### config.mk
export PLATFORM = sky130hd
export DESIGN_NAME = issue_ctrl
export DESIGN_NICKNAME = d
export VERILOG_FILES = /design/src/rtl/issue_pkg.sv /design/src/rtl/issue_ctrl_fifo.sv /design/src/rtl/issue_ctrl.sv
export SDC_FILE = /design/constraint.sdc
export NUM_CORES = 1
export LEC_CHECK = 0
export CAP_MARGIN = 20
export CORE_MARGIN = 2
export CORE_UTILIZATION = 55
export DETAILED_ROUTE_END_ITERATION = 10
export GPL_TIMING_DRIVEN = 0
export PLACE_DENSITY = 0.76
export REMOVE_ABC_BUFFERS = 1
export SYNTH_ARGS = -nofsm -noshare
export SYNTH_HDL_FRONTEND = slang
export SYNTH_SLANG_ARGS = --single-unit
### constraint.sdc
create_clock -name clk -period 4.6 [get_ports clk]
set_clock_uncertainty 0.1 [all_clocks]
set_input_delay 0.46 -clock clk [delete_from_list [all_inputs] [get_ports clk]]
set_output_delay 0.46 -clock clk [all_outputs]
set_load 0.01 [all_outputs]
### src/rtl/issue_pkg.sv
// issue_pkg: shared opcodes, instruction field positions and hazard helper functions
package issue_pkg;
    localparam logic [5:0]  OP_LD   = 6'b010100;
    localparam logic [5:0]  OP_ST   = 6'b010101;
    localparam logic [31:0] NOP_INS = 32'b0;
    localparam int OP_HI = 31, OP_LO = 26;
    localparam int RW_HI = 25, RW_LO = 21;
    localparam int RA_HI = 20, RA_LO = 16;
    localparam int RB_HI = 15, RB_LO = 11;

    function automatic logic uses_rb(input logic [5:0] op);
        return op[5:3] == 3'b000;
    endfunction

    // True when rw is read by instruction i (RA always, RB for register ops, RW for stores)
    function automatic logic src_match(input logic [31:0] i, input logic [4:0] rw);
        return (i[RA_HI:RA_LO] == rw)
            || (uses_rb(i[OP_HI:OP_LO]) && i[RB_HI:RB_LO] == rw)
            || (i[OP_HI:OP_LO] == OP_ST && i[RW_HI:RW_LO] == rw);
    endfunction
endpackage

### src/rtl/issue_ctrl_fifo.sv
// ins_fifo: synchronous 32-bit instruction FIFO
//   clk/reset : clock, synchronous active-high reset (clears pointers and count)
//   push/din  : write din when not full
//   pop/dout  : dout shows the head; pop advances it when not empty
//   count/full/empty : occupancy status
module ins_fifo #(
    parameter int DEPTH = 4
) (
    input  logic                    clk,
    input  logic                    reset,
    input  logic                    push,
    input  logic                    pop,
    input  logic [31:0]             din,
    output logic [31:0]             dout,
    output logic [$clog2(DEPTH):0]  count,
    output logic                    full,
    output logic                    empty
);
    localparam int AW = $clog2(DEPTH);
    logic [31:0]   mem [DEPTH];
    logic [AW-1:0] wp, rp;
    logic          push_en, pop_en;

    assign push_en = push & !full;
    assign pop_en  = pop & !empty;
    // DEPTH is a power of two, so the count MSB alone marks full
    assign full    = count[AW];
    assign empty   = count == '0;
    assign dout    = mem[rp];

    always_ff @(posedge clk) begin
        if (push_en) mem[wp] <= din;
    end

    always_ff @(posedge clk) begin
        if (reset) begin
            wp    <= '0;
            rp    <= '0;
            count <= '0;
        end else begin
            if (push_en) wp <= wp + 1'b1;
            if (pop_en) rp <= rp + 1'b1;
            count <= count + {{AW{1'b0}}, push_en} - {{AW{1'b0}}, pop_en};
        end
    end
endmodule

### src/rtl/issue_ctrl.sv
// issue_ctrl: buffers fetched instructions and issues one per cycle, inserting one bubble per load-use hazard
//   clk/reset          : clock, synchronous active-high reset
//   in_ins/in_valid    : fetched instruction and its valid
//   in_ready           : FIFO has room
//   mem_busy           : freezes issue
//   flush              : discards buffered instructions and pending issue state
//   ins/ins_valid      : registered instruction to the dependency module
//   bubble             : registered hazard-NOP marker
//   stall_cnt          : saturating hazard bubble count
module issue_ctrl
    import issue_pkg::*;
#(
    parameter int DEPTH = 4,
    parameter int CNT_W = 16
) (
    input  logic             clk,
    input  logic             reset,
    input  logic [31:0]      in_ins,
    input  logic             in_valid,
    output logic             in_ready,
    input  logic             mem_busy,
    input  logic             flush,
    output logic [31:0]      ins,
    output logic             ins_valid,
    output logic             bubble,
    output logic [CNT_W-1:0] stall_cnt
);
    localparam int CW = $clog2(DEPTH) + 1;
    logic [31:0]   head;
    logic [CW-1:0] count;
    logic          full, empty, push, pop, adv, hazard, last_ld;
    logic [4:0]    last_rw;

    assign in_ready = count < CW'(DEPTH);
    assign push     = in_valid & !full & !flush;
    assign adv      = !mem_busy & !flush;
    assign hazard   = last_ld & (last_rw != 5'd0) & src_match(head, last_rw);
    assign pop      = adv & !empty & !hazard;

    ins_fifo #(.DEPTH(DEPTH)) u_fifo (
        .clk   (clk),
        .reset (reset | flush),
        .push  (push),
        .pop   (pop),
        .din   (in_ins),
        .dout  (head),
        .count (count),
        .full  (full),
        .empty (empty)
    );

    always_ff @(posedge clk) begin
        if (reset) begin
            ins       <= NOP_INS;
            ins_valid <= 1'b0;
            bubble    <= 1'b0;
            stall_cnt <= '0;
            last_ld   <= 1'b0;
            last_rw   <= 5'd0;
        end else if (flush) begin
            ins       <= NOP_INS;
            ins_valid <= 1'b0;
            bubble    <= 1'b0;
            last_ld   <= 1'b0;
            last_rw   <= 5'd0;
        end else if (!mem_busy) begin
            if (pop) begin
                ins       <= head;
                ins_valid <= 1'b1;
                bubble    <= 1'b0;
                last_ld   <= head[OP_HI:OP_LO] == OP_LD;
                last_rw   <= head[RW_HI:RW_LO];
            end else begin
                // Either a hazard bubble or nothing to issue; clearing last_ld lets the held head go next
                ins       <= NOP_INS;
                ins_valid <= 1'b0;
                bubble    <= !empty;
                last_ld   <= 1'b0;
                if (!empty) stall_cnt <= (&stall_cnt) ? stall_cnt : stall_cnt + CNT_W'(1);
            end
        end
    end
endmodule

; Word-level counts from Yosys, hierarchy flattened
; Memories as Yosys holds them, arrays and structs flattened. A register that Yosys moved wholly into a read port is not among the register bits.
; Index checks and enable logic that the tools add are counted.
[totals]
ramBits = 128
elab_cells = 60
register_bits = 63
n_memories = 1
input_bits = 37
[classes]
bitwise_logic = 15
n_lt_le_gt_ge = 1
n_reduce_logical = 16
n_addsub = 5
n_eq_ne = 5
n_mux = 8
[mem_list]
columns = name, words, word_bits, read_ports, rd_ports_with_merged_regs, wr, line_no
row1 = u_fifo.mem, 4, 32, 1, 1, 1, issue_ctrl_fifo.sv:20  ; logic [31:0] mem [DEPTH];
[op_table]
columns = op, n
row1 = 2-to-1 mux 32 bit, 1
row2 = adder 16 x 1 -> 16 bit (second input constant), 1
row3 = AND reduction 16 bit, 1
row4 = equality test 5 bit, 3
row5 = equality test 6 x 5 -> 1 bit (second input constant), 2
row6 = AND 1 bit, 9
row7 = zero test 3 bit, 2
row8 = zero test 1 bit, 5
row9 = 2-to-1 mux 1 bit, 5
row10 = NOT 1 bit, 5
row11 = AND reduction 5 bit, 1
row12 = nonzero test 5 bit, 1
row13 = adder 2 x 1 -> 2 bit (second input constant), 2
row14 = 2-to-1 mux 2 bit, 2
row15 = adder 3 x 1 -> 3 bit, 1
row16 = < comparator 3 bit (second input constant), 1
row17 = subtractor 3 x 1 -> 3 bit, 1
row18 = logical AND 1 bit, 2
row19 = logical OR 1 bit, 2
row20 = AND reduction 2 bit, 1
row21 = OR reduction 2 bit, 1
row22 = OR 1 bit, 1

; Longest topological paths before layout
[depth]
word_depth = 10
depth_mapped = 19
mapped_depth_nobuf = 14

; Cells and area by module
; A second synthesis with hierarchy kept.
[unflattened]
cells_unflattened = 492
hier_area_um2 = 7574.8
[by_module_without_submodules]
columns = mod, area_per_inst_um2, n_inst, cells_per_inst
row1 = ins_fifo, 5111.2, 1, 215
row2 = issue_ctrl, 2463.6, 1, 277

; Least setup slack after synthesis
; OpenSTA, ideal clock, no wires.
[synth_path]
path_type = reg2reg
from = register with a tool-made name
to = register u_fifo.count[2]
arrival_ns = 3.744
path_stages_with_launch = 19
required_time_ns = 4.372
setup_ns = 0.128
path_buffers = 4
slack_ns = 0.628
period_less_slack_ns = 3.972
cell_sequence = dfxtp_1 > buf_1 > mux4_2 > nor2_2 > nand4b_1 > or3_4 > and3_4 > buf_6 > buf_6 > clkbuf_1 > o21ai_0 > inv_1 > ha_1 > inv_1 > ha_1 > fa_1 > xnor2_1 > xnor2_1 > nor2_1
[synth_lines]
columns = item, line_no
row1 = to (signal assigned), issue_ctrl_fifo.sv:43  ; count <= count + {{AW{1'b0}}, push_en} - {{AW{1'b0}}, pop_en};
row2 = to (decl), issue_ctrl_fifo.sv:15  ; output logic [$clog2(DEPTH):0] count,

==> impl_results.html <==
<table>
<tr><th>Metric</th><th>Value</th></tr>
<tr><th colspan="2">Run status</th></tr>
<tr><td>Outcome</td><td>complete, no violations</td></tr>
<tr><th colspan="2">Die</th></tr>
<tr><td>Starting density of the core</td><td>between 50% and 60%</td></tr>
<tr><td>Full die area</td><td>between 10,000 and 15,000 um^2</td></tr>
<tr><td>Floorplan core area</td><td>13,800 um^2</td></tr>
<tr><td>Count of boundary I/O pins</td><td>88</td></tr>
<tr><td>Placement row count</td><td>43</td></tr>
<tr><td>Die W</td><td>about 120 um</td></tr>
<tr><td>Vertical extent of the die</td><td>~120 um</td></tr>
<tr><th colspan="2">Placement</th></tr>
<tr><td>Port bufs</td><td>87</td></tr>
<tr><td>Placed cell count</td><td>767</td></tr>
<tr><td>Placed instance area</td><td>8710 um^2</td></tr>
<tr><td>Routability congestion estimate</td><td>between 0.7 and 0.8</td></tr>
<tr><td>Post-detailed-placement half-perimeter wirelength</td><td>just under 10,000 um</td></tr>
<tr><th colspan="2">Yosys</th></tr>
<tr><td>Cell area after technology mapping</td><td>between 7000 and 8000 um^2</td></tr>
<tr><td>Sequential area share after synthesis</td><td>between 60% and 70%</td></tr>
<tr><td>#FFs+latches synth</td><td>between 150 and 200</td></tr>
<tr><td>Top cells by area in the synthesized netlist</td><td>edfxtp_1 (50%), dfxtp_1 (17%), mux4_2 (9.4%)</td></tr>
<tr><td>Count of flip-flops with a built-in enable after synthesis</td><td>approximately 130</td></tr>
<tr><td>Proportion of register bits with asynchronous set or reset after synthesis</td><td>0%</td></tr>
<tr><td>Cell count after synthesis</td><td>531</td></tr>
<tr><td>Most used flip-flop cell after synthesis</td><td>edfxtp_1</td></tr>
<tr><td>Total of warnings raised by yosys</td><td>0</td></tr>
<tr><td>Area share of the leading cell type in the synthesized netlist</td><td>between 40 and 50%</td></tr>
<tr><td>Mean area per synthesized cell</td><td>around 15 um^2</td></tr>
<tr><td>Number of library cell types mapped by synthesis</td><td>45</td></tr>
<tr><td>Cell type with the highest aggregate area in the netlist</td><td>edfxtp_1</td></tr>
<tr><th colspan="2">Clock network</th></tr>
<tr><td>Register clock-pin slew on the reported worst setup and hold paths</td><td>~0.07 ns</td></tr>
<tr><td>Number of buffers inserted by hold repair at cts</td><td>0</td></tr>
<tr><td>Clock latency reported for the late side of the worst-skew pair</td><td>0.43 ns</td></tr>
<tr><td>Clock sink total</td><td>between 150 and 200</td></tr>
<tr><td>Number of buffers added by the clock tree synthesis step</td><td>17</td></tr>
<tr><td>Longest Clk Path Bufs</td><td>2</td></tr>
<tr><td>CTS tree</td><td>built</td></tr>
<tr><td>Cell at the root of the clock tree</td><td>clkbuf_16</td></tr>
<tr><td>Number of setup buffers added after CTS</td><td>0</td></tr>
<tr><td>H-tree depth</td><td>4</td></tr>
<tr><th colspan="2">Power</th></tr>
<tr><td>Leakage power figure</td><td>roughly 2.9 nW</td></tr>
<tr><td>Largest voltage drop on the vdd net</td><td>roughly 0.25 mV</td></tr>
<tr><td>Power density over cell area</td><td>~370 nW/um^2</td></tr>
<tr><th colspan="2">STA</th></tr>
<tr><td>RSZ-0062 raised after global routing</td><td>false</td></tr>
<tr><td>Actual slew at the worst max-slew pin</td><td>roughly 1 ns</td></tr>
<tr><td>Final count of negative-setup-slack endpoints</td><td>0</td></tr>
<tr><td>Number of hold-slack violations in the final timing report</td><td>0</td></tr>
<tr><td>Min cycle time layout</td><td>approximately 4.3 ns</td></tr>
<tr><td>Normalized max-slew margin</td><td>around a third</td></tr>
<tr><td>Number of max-slew violations in the final report</td><td>0</td></tr>
<tr><td>Highest achievable clock rate</td><td>between 200 and 250 MHz</td></tr>
<tr><td>Final cycle utilization of the critical path</td><td>between 90% and 100%</td></tr>
<tr><th colspan="2">GRT</th></tr>
<tr><td>Global route overflow</td><td>0</td></tr>
<tr><td>First-pass GRT wire length</td><td>~25,000 um</td></tr>
<tr><td>Largest net degree at the start of global routing</td><td>60</td></tr>
<tr><td>Via count of the first global-routing pass</td><td>about 4,800</td></tr>
<tr><td>Antenna violations before repair</td><td>1</td></tr>
<tr><td>Total global-route track usage</td><td>approximately 23%</td></tr>
<tr><th colspan="2">Critical path</th></tr>
<tr><td>CP max-delay cell</td><td>mux4_2</td></tr>
<tr><td>Worst reg-to-reg path cell count</td><td>15</td></tr>
<tr><td>CP startpoint kind</td><td>flip-flop</td></tr>
<tr><td>Gate family responsible for the most delay along the worst path</td><td>simple AND/OR/NAND/NOR gates</td></tr>
<tr><td>Data required time at the worst endpoint</td><td>~4.8 ns</td></tr>
<tr><td>Cell-by-cell trace of the critical path</td><td>buf_12 &gt; mux4_2 &gt; xnor2_1 &gt; nand4_1 &gt; or3_1 &gt; and3_4 &gt; o21ai_1 &gt; inv_1 &gt; ha_1 &gt; inv_1 &gt; ha_1 &gt; fa_1 &gt; xnor2_1 &gt; xnor2_1 &gt; nor2_1</td></tr>
<tr><td>Type of the setup path with the least slack</td><td>flip-flop to flip-flop</td></tr>
<tr><td>Number of buffers and inverters on the critical path</td><td>3</td></tr>
<tr><td>Critical Path Most Common Cell</td><td>xnor2_1</td></tr>
<tr><td>Endpoint of the worst register-to-register path</td><td>u_fifo.count[2]</td></tr>
<tr><td>Setup slack of the most critical reg-to-reg path</td><td>around 0.30 ns</td></tr>
<tr><td>Data arrival time of the critical path</td><td>around 4.5 ns</td></tr>
<tr><td>Maximum single-stage delay on the critical path</td><td>0.57 ns</td></tr>
<tr><td>Crit path capture type</td><td>flip-flop</td></tr>
<tr><td>Max FO, Critical Path</td><td>30</td></tr>
<tr><th colspan="2">Route</th></tr>
<tr><td>Drt first pass iters</td><td>5</td></tr>
<tr><td>WL/cell</td><td>slightly above 20 um</td></tr>
<tr><td>DRC</td><td>0</td></tr>
<tr><td>DRC marker count from the first detailed-route iteration</td><td>286</td></tr>
<tr><td>Number of antenna-violating nets in the routed design</td><td>0</td></tr>
<tr><td>Aggregate routed wire length</td><td>approximately 16,000 um</td></tr>
<tr><td>Avg Vias per Cell</td><td>around 5.9</td></tr>
<tr><td>DR vias</td><td>4,745</td></tr>
<tr><th colspan="2">Min path</th></tr>
<tr><td>Worst min path class</td><td>flip-flop to flip-flop</td></tr>
<tr><td>Hold path depth</td><td>2</td></tr>
<tr><td>Worst-case hold path end point</td><td>ins[11]</td></tr>
<tr><td>Start point of the worst min-delay path</td><td>ins[11]</td></tr>
<tr><th colspan="2">Final layout</th></tr>
<tr><td>Ratio of cells with drive above 1 in the final layout</td><td>between 10% and 20%</td></tr>
<tr><td>Number of standard cells in the layout, taps in and fillers out</td><td>between 800 and 900</td></tr>
<tr><td>Most frequent cells in the layout</td><td>edfxtp_1 (128), clkdlybuf4s50_1 (86), dfxtp_1 (63)</td></tr>
<tr><td>Most frequent standard cell in the layout excluding fill and tap cells</td><td>edfxtp_1</td></tr>
<tr><td>Area growth from synthesis to layout</td><td>21.0%</td></tr>
<tr><td>Filler cell count in the final layout</td><td>about 990</td></tr>
<tr><td>Number of nets at the end of the flow</td><td>approximately 650</td></tr>
<tr><td>Final instance area</td><td>a little over 9000 um^2</td></tr>
<tr><th colspan="2">Run</th></tr>
<tr><td>Max capacitance violation total</td><td>0</td></tr>
</table>
## what timing repair did
| action | in CTS | in global routing |
|---|---|---|
| pin swaps | 0 | 1 |
| endpoints found under the setup margin | 1 | 1 |
| gates resized for setup | 1 | 2 |
| gates cloned | 0 | 1 |
## synth_stat cells (2+ instances only)
| master | n |
|---|---|
| nor4_1 | 2 |
| buf_1 | 5 |
| nand3_1 | 11 |
| xnor2_1 | 16 |
| nor2_1 | 12 |
| nor3_1 | 2 |
| or2_2 | 3 |
| xor2_1 | 2 |
| nor2b_1 | 3 |
| edfxtp_1 | 128 |
| or4_1 | 9 |
| a21oi_1 | 53 |
| buf_6 | 3 |
| o211ai_1 | 40 |
| or3_1 | 5 |
| inv_1 | 13 |
| dfxtp_1 | 65 |
| o31ai_1 | 8 |
| and3_1 | 5 |
| mux4_2 | 32 |
| nand4b_1 | 2 |
| mux2_2 | 3 |
| clkbuf_1 | 29 |
| nand4_1 | 5 |
| and2_1 | 6 |
| ha_1 | 7 |
| o21ai_0 | 4 |
| nand2_1 | 41 |
## report_power, final
part	switching, mW	leakage (nW)	internal (mW)
combinational	0.0798	0.903	0.0676
sequential	0.00848	1.69	1.87
clock	0.680	0.285	0.774
## state kept, by name, indices dropped and copies added, names as in the netlist, named ones only
name / cells
u_fifo.count: 3
ins_valid: 1
last_rw: 5
ins: 32
u_fifo.mem: 128
last_ld: 1
u_fifo.wp: 2
stall_cnt: 16
u_fifo.rp: 2
bubble: 1
## area by class of cell
| class | instances | area (um^2) | area share, % |
|---|---|---|---|
| sequential | 193 | 5150 | 55.3 |
| multi-input combinational | 287 | 2350 | 25.2 |
| timing repair buffer | 95 | 953 | 10.2 |
| clock buffer | 17 | 425 | 4.56 |
| tap | 180 | 225 | 2.42 |
| clock inverter | 15 | 168 | 1.80 |
| inverter | 13 | 48.8 | 0.523 |
| antenna | 1 | 2.50 | 0.0268 |
## kinds of logic (layout without fill, tap and decap cells)
family / count (synthesis) / after routing / synth area share [%]
compound gates: 112 / 112 / 9.21
xor+xnor: 18 / 18 / 2.05
fa+ha+maj: 8 / 8 / 1.40
buf+inv: 52 / 140 / 3.05
flops: 193 / 193 / 66.8
mux: 36 / 36 / 9.93
other cells: 0 / 1 / 0
simple gates: 112 / 113 / 7.55
## worst max-delay path by stage
stage	slack [ns]	depth (start not counted)	start	endpoint
after floorplan	-0.65	11	last_rw[1]	u_fifo.count[2]
after global placement	-3.67	11	last_rw[1]	u_fifo.count[2]
after detailed placement	0.06	15	flip-flop	u_fifo.count[2]
after CTS	0.09	14	flip-flop	u_fifo.count[2]
after global routing	0.02	15	flip-flop	u_fifo.count[2]
final	0.30	15	flip-flop	u_fifo.count[2]
## layer usage
metal  track usage (%)  vias up  part of all wire (%)
met1              28.4     2386                    41
li1                  -     2195                     -
met2              39.3      146                    52
met3              5.86       18                   6.2
met5                 0        -                     0
met4              7.11        0                   1.2
## metrics by stage
step	hold slack, ns	setup TNS (ns)	setup WS, ns	total power [mW]	utilization [%]
2_1_floorplan	0.350	-1.39	-0.655	1.98	-
3_3_place_gp	0.343	-148.71	-3.67	2.05	62.5
3_5_place_dp	0.352	0	0.0590	2.06	63.3
4_1_cts	0.363	0	0.0947	3.50	67.6
5_1_grt	0.378	0	0.0166	3.58	67.7
6_report	0.363	0	0.303	3.48	67.7
## worst register-to-register path, delay by kind of cell, from the launching register on
kind,cells,cell delay [ns]
simple gates,4,0.99
fa+ha+maj,3,0.85
mux,1,0.58
xor+xnor,3,0.51
flops,1,0.50
buf+inv,3,0.38
compound gates,1,0.23
Power figures use the tool's default switching activity.
